**config.mk**
```make
export PLATFORM = sky130hd
export DESIGN_NAME = my_rr_arbiter_flat
export DESIGN_NICKNAME = d
export VERILOG_FILES = /design/src/rtl/my_rr_arbiter_if.sv /design/src/rtl/my_rr_arbiter.sv /design/src/flat_wrapper.sv
export SDC_FILE = /design/constraint.sdc
export NUM_CORES = 1
export LEC_CHECK = 0
export CAP_MARGIN = 20
export CORE_AREA = 2 2 132 134
export CTS_CLUSTER_SIZE = 12
export DETAILED_ROUTE_END_ITERATION = 8
export DIE_AREA = 0 0 134 136
export PLACE_DENSITY_LB_ADDON = 0.25
export SLEW_MARGIN = 20
export SYNTH_ARGS = -nofsm -noshare
export SYNTH_HDL_FRONTEND = slang
export SYNTH_SLANG_ARGS = --single-unit
```
**constraint.sdc**
```tcl
create_clock -name clk -period 2.9 [get_ports clk]
set_input_delay 0.58 -clock clk [delete_from_list [all_inputs] [get_ports clk]]
set_output_delay 0.58 -clock clk [all_outputs]
set_load 0.01 [all_outputs]
```
**src/rtl/my_rr_arbiter_if.sv**
```systemverilog
// my_rr_arbiter_if: request lanes, grant/ack and muxed output stream of the round-robin arbiter
interface my_rr_arbiter_if #(
  parameter int DATA_WIDTH = 64,
  parameter int CTRL_WIDTH = 4
);
  logic [CTRL_WIDTH-1:0] req, req_last, grant, ack;
  logic [DATA_WIDTH*CTRL_WIDTH-1:0] req_data;
  logic [DATA_WIDTH-1:0] out_data;
  logic out_valid, out_ready, out_last, busy;
  modport slave (
    input req, req_last, req_data, out_ready,
    output grant, ack, out_valid, out_data, out_last, busy
  );
  modport master (
    output req, req_last, req_data, out_ready,
    input grant, ack, out_valid, out_data, out_last, busy
  );
endinterface

```
**src/rtl/my_rr_arbiter.sv**
```systemverilog
// my_rr_arbiter: burst-locked round-robin arbiter with registered one-hot grant and muxed output
module my_rr_arbiter #(
  parameter int DATA_WIDTH = 64,
  parameter int CTRL_WIDTH = 4
) (
  input logic clk,
  input logic rst_n,
  my_rr_arbiter_if.slave bus
);
  localparam int PW = $clog2(CTRL_WIDTH);
  typedef enum logic {IDLE, BUSY} state_t;
  state_t state, state_nxt;
  logic [CTRL_WIDTH-1:0] grant, grant_nxt, pick;
  logic [PW-1:0] ptr, ptr_nxt, g;
  logic [DATA_WIDTH-1:0] data;
  logic xfer_last;
  // scan from lowest priority to highest so the nearest request at/after ptr wins
  always_comb begin
    pick = '0;
    for (int i = CTRL_WIDTH - 1; i >= 0; i--)
      if (bus.req[(int'(ptr) + i) % CTRL_WIDTH]) pick = CTRL_WIDTH'(1) << ((int'(ptr) + i) % CTRL_WIDTH);
  end
  always_comb begin
    g = '0;
    data = '0;
    for (int i = 0; i < CTRL_WIDTH; i++) begin
      if (grant[i]) g = PW'(i);
      data = data | (bus.req_data[i*DATA_WIDTH +: DATA_WIDTH] & {DATA_WIDTH{grant[i]}});
    end
  end
  assign bus.busy = state == BUSY;
  assign bus.grant = grant;
  assign bus.out_valid = bus.busy & |(bus.req & grant);
  assign bus.out_last = bus.busy & |(bus.req_last & grant);
  assign bus.out_data = data;
  assign bus.ack = (bus.out_valid & bus.out_ready) ? grant : '0;
  assign xfer_last = bus.out_valid & bus.out_ready & bus.out_last;
  always_comb begin
    state_nxt = state;
    grant_nxt = grant;
    ptr_nxt = ptr;
    if (state == IDLE && |bus.req) begin
      state_nxt = BUSY;
      grant_nxt = pick;
    end else if (state == BUSY && xfer_last) begin
      state_nxt = IDLE;
      grant_nxt = '0;
      ptr_nxt = (int'(g) == CTRL_WIDTH - 1) ? '0 : g + 1'b1;
    end
  end
  always_ff @(posedge clk or negedge rst_n)
    if (!rst_n) begin
      state <= IDLE;
      grant <= '0;
      ptr <= '0;
    end else begin
      state <= state_nxt;
      grant <= grant_nxt;
      ptr <= ptr_nxt;
    end
endmodule
```
**src/flat_wrapper.sv**
```systemverilog
// flat-port wrapper written by rule: the top's interface ports become plain ports
module my_rr_arbiter_flat 
#(
  parameter int DATA_WIDTH = 64,
  parameter int CTRL_WIDTH = 4
)
  (clk, rst_n, bus_req, bus_req_last, bus_req_data, bus_out_ready, bus_grant, bus_ack, bus_out_valid, bus_out_data, bus_out_last, bus_busy);
  my_rr_arbiter_if #(.DATA_WIDTH(DATA_WIDTH), .CTRL_WIDTH(CTRL_WIDTH)) bus_i ();
  input logic clk;
  input logic rst_n;
  input wire logic [$bits(bus_i.req)-1:0] bus_req;
  input wire logic [$bits(bus_i.req_last)-1:0] bus_req_last;
  input wire logic [$bits(bus_i.req_data)-1:0] bus_req_data;
  input wire logic [$bits(bus_i.out_ready)-1:0] bus_out_ready;
  output wire logic [$bits(bus_i.grant)-1:0] bus_grant;
  output wire logic [$bits(bus_i.ack)-1:0] bus_ack;
  output wire logic [$bits(bus_i.out_valid)-1:0] bus_out_valid;
  output wire logic [$bits(bus_i.out_data)-1:0] bus_out_data;
  output wire logic [$bits(bus_i.out_last)-1:0] bus_out_last;
  output wire logic [$bits(bus_i.busy)-1:0] bus_busy;
  assign bus_i.req = bus_req;
  assign bus_i.req_last = bus_req_last;
  assign bus_i.req_data = bus_req_data;
  assign bus_i.out_ready = bus_out_ready;
  assign bus_grant = bus_i.grant;
  assign bus_ack = bus_i.ack;
  assign bus_out_valid = bus_i.out_valid;
  assign bus_out_data = bus_i.out_data;
  assign bus_out_last = bus_i.out_last;
  assign bus_busy = bus_i.busy;
  my_rr_arbiter #(.DATA_WIDTH(DATA_WIDTH), .CTRL_WIDTH(CTRL_WIDTH)) u_core (.clk(clk), .rst_n(rst_n), .bus(bus_i));
endmodule
```
; After elaboration in Yosys (flattened, before gate mapping)
; Index checks and enable logic that the tools add are counted.
[word_totals]
regBits = 7
in_bits = 267
word_cells = 68
[classes]
add_sub_neg = 4
magnitude_cmp = 4
n_eq_ne = 1
shift = 4
n_mux = 24
bitwise_logic = 18
n_reduce_logical = 10
[op_table]
columns = operator, count
row1 = $and A64 B64 Y64, 4
row2 = $or A64 B64 Y64, 3
row3 = $shl A1 B32 Y4 const A, 3
row4 = $mux W4, 7
row5 = $lt A3 B4 Y1 const B, 3
row6 = $reduce_or A4 Y1, 3
row7 = $mux W1, 10
row8 = $and A4 B4 Y4, 2
row9 = $bmux W1 S2, 4
row10 = $mux W2, 3
row11 = $reduce_or A2 Y1, 3
row12 = $add A2 B1 Y2 const B, 2
row13 = $add A2 B2 Y2 const B, 2
row14 = $and A1 B1 Y1, 4
row15 = $shl A1 B2 Y4 const A, 1
row16 = $and A1 B1 Y1 const A, 3
row17 = $lt A2 B3 Y1 const B, 1
row18 = $eq A2 B1 Y1 const B, 1
row19 = $logic_and A1 B1 Y1, 2
row20 = $not A1 Y1, 2
row21 = $reduce_and A2 Y1, 1
row22 = $reduce_bool A2 Y1, 1

; Depth between registers and ports, before layout
[depth]
ltp_word = 11
depth_mapped = 7

; Worst setup path after synthesis
; No wires, ideal clock.
[synth_timing]
kind = reg2reg
startpoint = reg u_core.ptr[1]
endpoint = reg u_core.grant[1] (netlist: u_core.bus.grant[1])
setup_time_ns = 0.120
t_arrival_ns = 2.284
setup_slack_ns = 0.496
path_stages_with_launch = 8
path_buffers = 1
period_less_slack_ns = 2.404
path_cell_list = dfrtp_1 clkbuf_1 inv_1 ha_1 mux4_1 nor2b_1 a221o_1 a31o_1
[synth_between]
elab_chain_cells = 9
elab_cells_between_ends = 29
cone_classes = 3 x add/sub / 4 x shift / 16 x mux / 3 x bitwise / 3 x reduce/logical
[synth_rtl]
columns = item, line_no
row1 = "start, declared", my_rr_arbiter.sv:14  ; logic [PW-1:0] ptr, ptr_nxt, g;
row2 = "start signal, assigned", my_rr_arbiter.sv:59  ; ptr <= ptr_nxt;
row3 = $add A2 B2 Y2, my_rr_arbiter.sv:21  ; if (bus.req[(int'(ptr) + i) % CTRL_WIDTH]) pick = CTRL_WIDTH'(1) << ((int'(ptr) + i) % CTRL_WIDTH);
row4 = $bmux W1 S2 / $reduce_or A2 Y1 (equally long branches), -
row5 = $mux W1 (implied by the code) / $and A1 B1 Y1 (equally long branches), -
row6 = $mux W1 (implied by the code) / $shl A1 B32 Y4 (equally long branches), my_rr_arbiter.sv:21
row7 = $mux W4 (3 in a row), my_rr_arbiter.sv:21
row8 = $mux W4 (*), my_rr_arbiter.sv:21
row9 = $mux W4 (*), my_rr_arbiter.sv:42  ; if (state == IDLE && |bus.req) begin
row10 = "end signal, assigned", my_rr_arbiter.sv:58  ; grant <= grant_nxt;
row11 = "end, declared", my_rr_arbiter.sv:13  ; logic [CTRL_WIDTH-1:0] grant, grant_nxt, pick;
; Mark *: on every way between the ends. The rest lies on a longest branch, timed or not. The select of a mux whose other input is x is not followed.
; A chain may end at the register's enable or synchronous reset.

; Worst setup path after layout
[layout_timing]
startpoint = in bus_req[3]
endpoint = out bus_ack[1]
[layout_between]
elab_chain_cells = 5
[layout_rtl]
columns = item, line_no
row1 = "start, declared", flat_wrapper.sv:11  ; input wire logic [$bits(bus_i.req)-1:0] bus_req;
row2 = $and A4 B4 Y4, my_rr_arbiter.sv:33  ; assign bus.out_valid = bus.busy & |(bus.req & grant);
row3 = $reduce_or A4 Y1, my_rr_arbiter.sv:33
row4 = $and A1 B1 Y1, my_rr_arbiter.sv:33
row5 = $and A1 B1 Y1, my_rr_arbiter.sv:36  ; assign bus.ack = (bus.out_valid & bus.out_ready) ? grant : '0;
row6 = $mux W4, my_rr_arbiter.sv:36
row7 = "end, declared", flat_wrapper.sv:16  ; output wire logic [$bits(bus_i.ack)-1:0] bus_ack;
; No other way between the ends.

==> flow_summary.yaml <==
floorplan:
  rows: 48
  dieWidth_um: 134
  die_h_um: 136
  core_sq_um: 16900
  ios: 342
  start_util: 0.125
  die_area_sq_um: 18200
synthesis:
  netlist_top_cells_area: "a22oi_1, nand2_1, dfrtp_1"
  syn_nets: 577
  yosysUniqueCellTypes: 30
  netlist_area_sq_um: 2100
  ys_seq_area_frac: 0.0832
  synth_top_area_frac: 0.471
  yosys.area.top_type: "a22oi_1"
  ys_warn_count: 0
  syn_area_per_cell_sq_um: 6.97
  syn_inst: 302
  ys_ff_latch: 7
power_and_ir_drop:
  cellPowerDensity_nw_per_um2: 748
  ir_worst_vdd_uv: 438
  power_leakage_nw: 2.30
min_path:
  hp-class: "reg2reg"
  worstHoldStart: "u_core.bus.busy$_DFFE_PN0P_"
  hold_end: "u_core.bus.busy$_DFFE_PN0P_"
  worstHoldPathCells: 1
critical_path:
  reg2reg_depth: 6
  path_class: "in2out"
  timing.rr.start: "u_core.ptr[0]$_DFFE_PN0P_"
  r2r_end: "u_core.bus.grant[0]$_DFFE_PN0P_"
  crit_path_start_kind: "primary input"
  rrSetupSlack_ns: 0.70
  worstPathMaxFanout: 6
  crit_arrival_ns: 2.19
  required_ns: 2.32
  critPathCaptureType: "output pin"
sta:
  clock.fmax_mhz: 361
  setup_viol: 0
  skew_ns: 0.00142
  relSlewSlack: 0.710
  hold_violations: 0
  slew_violations: 0
  tightest_slew_ns: 0.436
  fin_crit_ns: 2.77
  rsz0062_at_grt: "no"
  setup-tns-final_ns: 0
  timing.final.ws_setup_ns: 0.128
  period_share: 0.956
global_routing:
  grt_start_max_net_pins: 39
  grt_usage: 0.142
  grt_pass1_wl_um: 20900
  antenna_found_initial: 0
  grt_overflow: 0
  grt_pass1_vias: 3851
final_layout:
  finalNonFillerCells: 855
  area_growth_pct: 180
  drive_gt1_frac: 0.0429
  register_area_sq_um: 180
  fill_cells: 1731
  nNetsFinal: 906
  diodes: 0
  multi_input_area_sq_um: 1780
  post-route-util: 0.349
drt:
  first_iter_violations: 140
  drtAntennaViolNets: 0
  routed_wl_um: 14600
  wire_per_inst_um: 17.1
  via_per_inst: 4.55
  drcViolationCount: 0
  vias: 3888
  dr.pass1.iters: 4
placement:
  dp.cells: 851
  dp.final_hpwl_um: 12100
  place_ws_ns: 0.153
  numPortBuffers: 341
  place_congestion: 0.847
clock_network:
  cts_tree: "yes"
  path_clk_slew_ns: 0.03
  cts_made_buffers: 3
  cts_sinks: 7
  clk-insertion-delay-late_ns: 0.23
  htreeDepth: 1
  cts_resized: 0
  cts_buffer_depth: 2
  post_cts_buffers: 0
  ctsHoldBuffers: 0
  cts_root_buf: "clkbuf_16"
flow_run:
  max-cap-violations: 0
run_status:
  status: "finished clean"
==> final cells by class <==
cell class | instances | share of cell area
timing repair buffer | 358 | 0.603
inverter | 3 | 0.00191
sequential | 7 | 0.0306
clock buffer | 4 | 0.0134
tap | 225 | 0.0478
multi-input combinational | 258 | 0.303
==> worst max-delay path by stage <==
stage | startpoint | end | slack [ns]
after global routing | bus_req[2] | bus_ack[2] | 0.05
after floorplan | u_core.ptr[1]$_DFFE_PN0P_ | u_core.bus.grant[1]$_DFFE_PN0P_ | 0.50
after detailed placement | bus_req[2] | bus_ack[2] | 0.15
after CTS | bus_req[2] | bus_ack[1] | 0.13
after global placement | bus_req[2] | bus_ack[2] | 0.17
final | bus_req[3] | bus_ack[1] | 0.13
==> cell usage in the layout, fill, tap and decap left out, drive strengths merged <==
cell type / netlist / layout
clkdlybuf4s50: 0 / 341
a22oi: 132 / 132
nand2: 71 / 71
buf: 8 / 17
ha: 8 / 8
dfrtp: 7 / 7
and2: 6 / 6
mux2: 6 / 6
mux2i: 4 / 4
clkbuf: 26 / 4
inv: 3 / 3
a221o: 3 / 3
o22ai: 3 / 3
a211oi: 3 / 3
a31o: 3 / 3
mux4: 3 / 3
a21oi: 2 / 2
nor2b: 2 / 2
nand2b: 2 / 2
a21boi: 1 / 1
nor4: 1 / 1
or3: 1 / 1
nor2: 1 / 1
o2bb2ai: 1 / 1
or2: 1 / 1
a221oi: 1 / 1
o32ai: 1 / 1
a21o: 1 / 1
o21bai: 1 / 1
==> sequential cells by signal, indices dropped and copies added, names as in the netlist <==
name and cells:
u_core.bus.grant 4, u_core.ptr 2, u_core.bus.busy 1
==> power breakdown <==
part | switching [mW] | internal, mW
Combinational | 1.90 | 2.07
Clock | 0.0494 | 0.183
Sequential | 0.0558 | 0.154
Total | 2.00 | 2.41
==> cell usage after synthesis, drive strengths merged <==
master and number:
nand2 71, buf 8, a221o 3, a31o 3, a21oi 2, a21o 1
or2 1, mux2i 4, clkbuf 26, o22ai 3, nor2b 2, a211oi 3
or3 1, a21boi 1, mux4 3, inv 3, nand2b 2, mux2 6
ha 8, and2 6, a221oi 1, o32ai 1, nor2 1, a22oi 132
dfrtp 7, o21bai 1, o2bb2ai 1, nor4 1
==> worst max-delay path, stage by stage <==
cell	delay (ns)
clkdlybuf4s50_1	0.51
a22oi_1	0.10
a21oi_1	0.17
buf_4	0.17
and2_1	0.13
clkdlybuf4s50_1	0.54
==> through the flow <==
step / total power [mW] / hold WS [ns] / area, sq um
after floorplan: 2.17 / 0.284 / 2100
after global placement: 4.16 / 0.625 / 5810
after detailed placement: 4.18 / 0.619 / 5810
after CTS: 4.44 / 0.627 / 5890
after global routing: 4.75 / 0.644 / 5890
final: 4.41 / 0.616 / 5890
==> cells by family after synthesis <==
logic type,count (synthesis),share of synthesized area
and+or+nand+nor,85,0.169
muxes,13,0.0850
adders and majority gates,8,0.0476
buffers and inverters,37,0.0696
AOI/OAI and AO/OA,152,0.545
DFF,7,0.0832
==> metal layers <==
| metal | track usage | share of wire | vias to the layer above |
|---|---|---|---|
| met1 | 0.162 | 0.38 | 1793 |
| met5 | 0 | 0 | - |
| li1 | - | - | 1855 |
| met4 | 0.0183 | 0.0076 | 0 |
| met3 | 0.0317 | 0.088 | 8 |
| met2 | 0.274 | 0.52 | 232 |
(Power assumes the default switching activity.)
